--- src/rtl/mem_access_ctrl_pkg.sv ---
// Shared definitions for the MEM-stage data-memory access sequencer.
// Holds the load/store opcode encodings, bus size codes, FSM state encodings
// and the load-extension helper used by mem_lane_fmt.
package mem_access_ctrl_pkg;

    localparam int unsigned DataW = 32;
    localparam int unsigned OpW   = 6;
    localparam int unsigned SizeW = 2;

    // Load/store opcodes (MIPS I encodings)
    localparam logic [OpW-1:0] OP_LB  = 6'b100000;
    localparam logic [OpW-1:0] OP_LH  = 6'b100001;
    localparam logic [OpW-1:0] OP_LW  = 6'b100011;
    localparam logic [OpW-1:0] OP_LBU = 6'b100100;
    localparam logic [OpW-1:0] OP_LHU = 6'b100101;
    localparam logic [OpW-1:0] OP_SB  = 6'b101000;
    localparam logic [OpW-1:0] OP_SH  = 6'b101001;
    localparam logic [OpW-1:0] OP_SW  = 6'b101011;

    // Bus transfer size codes
    localparam logic [SizeW-1:0] SZ_BYTE = 2'd0;
    localparam logic [SizeW-1:0] SZ_HALF = 2'd1;
    localparam logic [SizeW-1:0] SZ_WORD = 2'd2;

    typedef enum logic [2:0] {
        ST_IDLE  = 3'd0,
        ST_ADDR  = 3'd1,
        ST_DATA  = 3'd2,
        ST_DONE  = 3'd3,
        ST_DRAIN = 3'd4
    } memState_t;

    // Extend the lane already shifted down to bit 0 according to access size.
    function automatic logic [DataW-1:0] loadExtend(
        input logic [DataW-1:0] laneData,
        input logic [SizeW-1:0] size,
        input logic             sgn
    );
        logic [DataW-1:0] r;
        case (size)
            SZ_BYTE: r = {{24{sgn & laneData[7]}}, laneData[7:0]};
            SZ_HALF: r = {{16{sgn & laneData[15]}}, laneData[15:0]};
            default: r = laneData;
        endcase
        return r;
    endfunction

endpackage

--- src/rtl/mem_lane_fmt.sv ---
// Combinational lane formatter for data-memory accesses.
// Decodes load/store opcode into size/direction, flags misalignment,
// replicates store data across byte lanes and extends load data.
// Ports:
//   opM          in   opcode of the MEM-stage instruction
//   addrLo       in   effective address bits [1:0]
//   wdata        in   raw store data (rt)
//   rdata        in   raw bus read data
//   isLoad_c     out  opcode is LB/LBU/LH/LHU/LW
//   isStore_c    out  opcode is SB/SH/SW
//   misaligned_c out  load/store address not aligned to its size
//   size_c       out  bus size code
//   wdataFmt_c   out  lane-replicated store data
//   rdataExt_c   out  selected and extended load result
module mem_lane_fmt
    import mem_access_ctrl_pkg::*;
(
    input  logic [OpW-1:0]   opM,
    input  logic [1:0]       addrLo,
    input  logic [DataW-1:0] wdata,
    input  logic [DataW-1:0] rdata,
    output logic             isLoad_c,
    output logic             isStore_c,
    output logic             misaligned_c,
    output logic [SizeW-1:0] size_c,
    output logic [DataW-1:0] wdataFmt_c,
    output logic [DataW-1:0] rdataExt_c
);

    logic             sgnExt;
    logic [DataW-1:0] laneData;

    // Opcode decode
    always_comb begin
        isLoad_c  = 1'b0;
        isStore_c = 1'b0;
        size_c    = SZ_WORD;
        sgnExt    = 1'b0;
        case (opM)
            OP_LB:  begin isLoad_c  = 1'b1; size_c = SZ_BYTE; sgnExt = 1'b1; end
            OP_LBU: begin isLoad_c  = 1'b1; size_c = SZ_BYTE; end
            OP_LH:  begin isLoad_c  = 1'b1; size_c = SZ_HALF; sgnExt = 1'b1; end
            OP_LHU: begin isLoad_c  = 1'b1; size_c = SZ_HALF; end
            OP_LW:  begin isLoad_c  = 1'b1; size_c = SZ_WORD; end
            OP_SB:  begin isStore_c = 1'b1; size_c = SZ_BYTE; end
            OP_SH:  begin isStore_c = 1'b1; size_c = SZ_HALF; end
            OP_SW:  begin isStore_c = 1'b1; size_c = SZ_WORD; end
            default: ;
        endcase
    end

    assign misaligned_c = (isLoad_c | isStore_c) &
                          (((size_c == SZ_HALF) & addrLo[0]) |
                           ((size_c == SZ_WORD) & (|addrLo)));

    // Store lane replication
    always_comb begin
        case (size_c)
            SZ_BYTE: wdataFmt_c = {4{wdata[7:0]}};
            SZ_HALF: wdataFmt_c = {2{wdata[15:0]}};
            default: wdataFmt_c = wdata;
        endcase
    end

    // Bring the addressed lane down to bit 0 (little-endian lanes)
    assign laneData   = rdata >> {addrLo, 3'b000};
    assign rdataExt_c = loadExtend(laneData, size_c, sgnExt);

endmodule

--- config.mk ---
export PLATFORM = sky130hd
export DESIGN_NAME = mem_lane_fmt
export DESIGN_NICKNAME = d
export VERILOG_FILES = /design/src/rtl/mem_access_ctrl_pkg.sv /design/src/rtl/mem_lane_fmt.sv
export SDC_FILE = /design/constraint.sdc
export NUM_CORES = 1
export LEC_CHECK = 0
export ABC_AREA = 1
export BUFFER_PORTS_ARGS = -buffer_cell sky130_fd_sc_hd__buf_2
export CAP_MARGIN = 20
export CORE_ASPECT_RATIO = 0.6
export CORE_MARGIN = 8
export CORE_UTILIZATION = 29
export DETAILED_ROUTE_END_ITERATION = 8
export GPL_TIMING_DRIVEN = 0
export PLACE_DENSITY = 0.69
export SYNTH_ARGS = -nofsm -noshare
export SYNTH_HDL_FRONTEND = slang
export SYNTH_SLANG_ARGS = --single-unit
--- constraint.sdc ---
create_clock -name vclk -period 1
set_input_delay 0.1 -clock vclk [all_inputs]
set_output_delay 0.1 -clock vclk [all_outputs]
set_load 0.03 [all_outputs]
==> run_results.csv <==
group,metric,value,unit
yosys,synth_top_area_share,0.2949,
layout,final_util,0.8780,
placed_design,gp_congestion,0.8655,
yosys,syn_area,1324,µm²
sta,finalMaxSlewViolations,0,
grt,antenna_found_initial,0,
routing,via_count,2755,
worst_setup_path,cp_top_family,"buffers and inverters",
die,dieWidth,103.2,µm
die,die_area,7054,µm²
worst_setup_path,path_class,"input port to primary output",
sta,slew_headroom,0.7127,
worst_setup_path,cp-start-kind,"input port",
yosys,ys_types,23,
yosys,syn_avg_cell_area,4.661,µm²
placed_design,portBuffers,140,
worst_setup_path,max_stage_delay,200,ps
job,maxCapViolCount,0,
worst_hold_path,hp-start,"wdata[19]",
layout,fillers,246,
routing,drc,0,
grt,grt_pass1_wl,12380,µm
sta,period_minus_slack,1316,ps
worst_setup_path,worstPathCellList,"buf_8 -> buf_8 -> buf_6 -> nor2_1 -> o21ai_0 -> o21ai_4 -> buf_6",
worst_setup_path,crit_buf_inv,4,
grt,grt_max_degree,11,
sta,setup_viol,58,
yosys,yosysWarnings,0,
yosys,synth_cells,284,
status,run_status,"finished, violations left",
power,power,2.096,mW
sta,rsz0062_at_grt,"true",
die,coreArea,4493,µm²
power,power.density,531.3,nW/µm²
layout,clock_buffers,0,
routing,ant_nets,0,
grt,grt_use_total,0.2179,
worst_setup_path,worstPathMaxFanout,10,
layout,syn_to_final_growth,198.0,%
die,die_h,68.34,µm
placed_design,dpl.hpwl,5872,µm
worst_setup_path,worst_setup_path_end_kind,"primary output",
power,leakage,2.106,nW
yosys,synthesis.nets,356,
yosys,yosysTopAreaCell,"nand2_1",
layout,drive_above_1_share,0.7539,
layout,n_sequential_cell,0,
yosys,synthTopCellsByCount,"nand2_1, nand3_1, nor2_1",
worst_setup_path,required,900,ps
yosys,yosysSeqAreaShare,0,
routing,viasPerCell,5.402,
sta,fin_setup_tns,-11560,ps
grt,grt_pass1_vias,2498,
sta,worst_slew_pin_slew,426.4,ps
routing,drt_iter0_drc,144,
die,rows,19,
yosys,yosys-top-cells-area,"nand2_1, nand3_1, o21ai_0",
worst_hold_path,hold-path-endpoint,"wdataFmt_c[19]",
sta,timing.fmax,759.7,MHz
sta,timing.final.crit_share,1.316,
worst_hold_path,hold_path.class,"input port to primary output",
yosys,yosysMostFrequentCell,"nand2_1",
die,io_pins,141,
sta,hold_viol,0,
layout,nNetsFinal,521,
status,violations,"negative setup slack",
sta,worst_slack,-316.2,ps
layout,seqCellArea,0,µm²
worst_setup_path,cpMaxStageDelayCell,"nor2_1",
routing,dr.pass1.iters,4,
layout,insertedDiodeCount,0,
worst_setup_path,crit_arrival,1220,ps
worst_hold_path,timing.hold.worst_path_depth,4,
grt,overflow,0,
routing,wirelength,9606,µm
routing,wl_per_cell,18.84,µm
sta,timing.hold.ws,506.1,ps
die,start_util,0.2946,
power,vdd_drop_max,0.3734,mV
through the flow:
stage	worst slack, ps	area [µm²]	std cells
3_5_place_dp	-477.8	2609	487
5_1_grt	-354.8	3945	510
4_1_cts	-273.3	3551	511
3_3_place_gp	-456.0	2609	487
2_1_floorplan	-131.1	1829	284
6_report	-316.2	3945	510
logic make-up after synthesis:
| kind of cell | count (synthesis) | share of synthesized area |
|---|---|---|
| AND/OR/NAND/NOR | 195 | 0.6645 |
| buffers and inverters | 52 | 0.1919 |
| AO/OA/AOI/OAI | 37 | 0.1437 |
metal layers:
layer | wire [µm] | vias up | GRT usage
met1 | 3797 | 1311 | 0.2825
met4 | 147 | 0 | 0.01252
met2 | 4814 | 171 | 0.3880
li1 | - | 1247 | -
met3 | 847 | 26 | 0.03655
met5 | 0 | - | 0
worst max-delay path by stage:
stage	slack [ps]	startpoint	endpoint	cells past startpoint
2_1_floorplan	-130	opM[5]	rdataExt_c[21]	7
3_3_place_gp	-460	opM[1]	rdataExt_c[31]	8
3_5_place_dp	-480	opM[1]	rdataExt_c[22]	8
4_1_cts	-270	opM[2]	rdataExt_c[12]	9
5_1_grt	-350	addrLo[0]	rdataExt_c[12]	7
6_report	-320	addrLo[0]	rdataExt_c[12]	7
final cells by class:
cell class | count | area (µm²) | area share
multi-input combinational | 232 | 1963 | 0.4976
timing repair buffer | 163 | 1460 | 0.3701
buffer | 27 | 326.6 | 0.08278
inverter | 25 | 116.4 | 0.02950
tap | 63 | 78.83 | 0.01998
repair_timing:
item,CTS,global route
endpoints found under the hold margin,0,0
resized for setup,198,106
hold buffers,0,0
cloned,6,1
endpoints found under the setup margin,59,60
setup buffers,20,0
pin swaps,21,32
placed cells by master (no fill, tap or decap), types with 2 or more instances in the layout:
cell type	instances
a21oi_1	6
a21oi_2	7
buf_12	10
buf_16	3
buf_2	75
buf_4	20
buf_6	68
buf_8	12
inv_1	16
inv_2	5
inv_4	2
nand2_1	46
nand2_2	33
nand2_4	25
nand2_8	4
nand3_1	20
nand3_2	14
nand3_4	24
nor2_1	10
nor2_2	6
nor2_4	7
nor2_8	2
nor3_1	2
o21ai_0	3
o21ai_1	4
o21ai_2	6
o21ai_4	8
tightest hold or removal path: stages:
cell	delay (ps)
buf_2	80
nand2_2	50
nand2_2	50
buf_6	120
power by group:
group	leakage, nW	switching, mW	internal, mW	total (mW)
combinational	2.11	1.19	0.902	2.10
sequential	0	0	0	0
clock	0	0	0	0
total	2.11	1.19	0.902	2.10
Note: power is estimated with default switching activity, not from simulation.
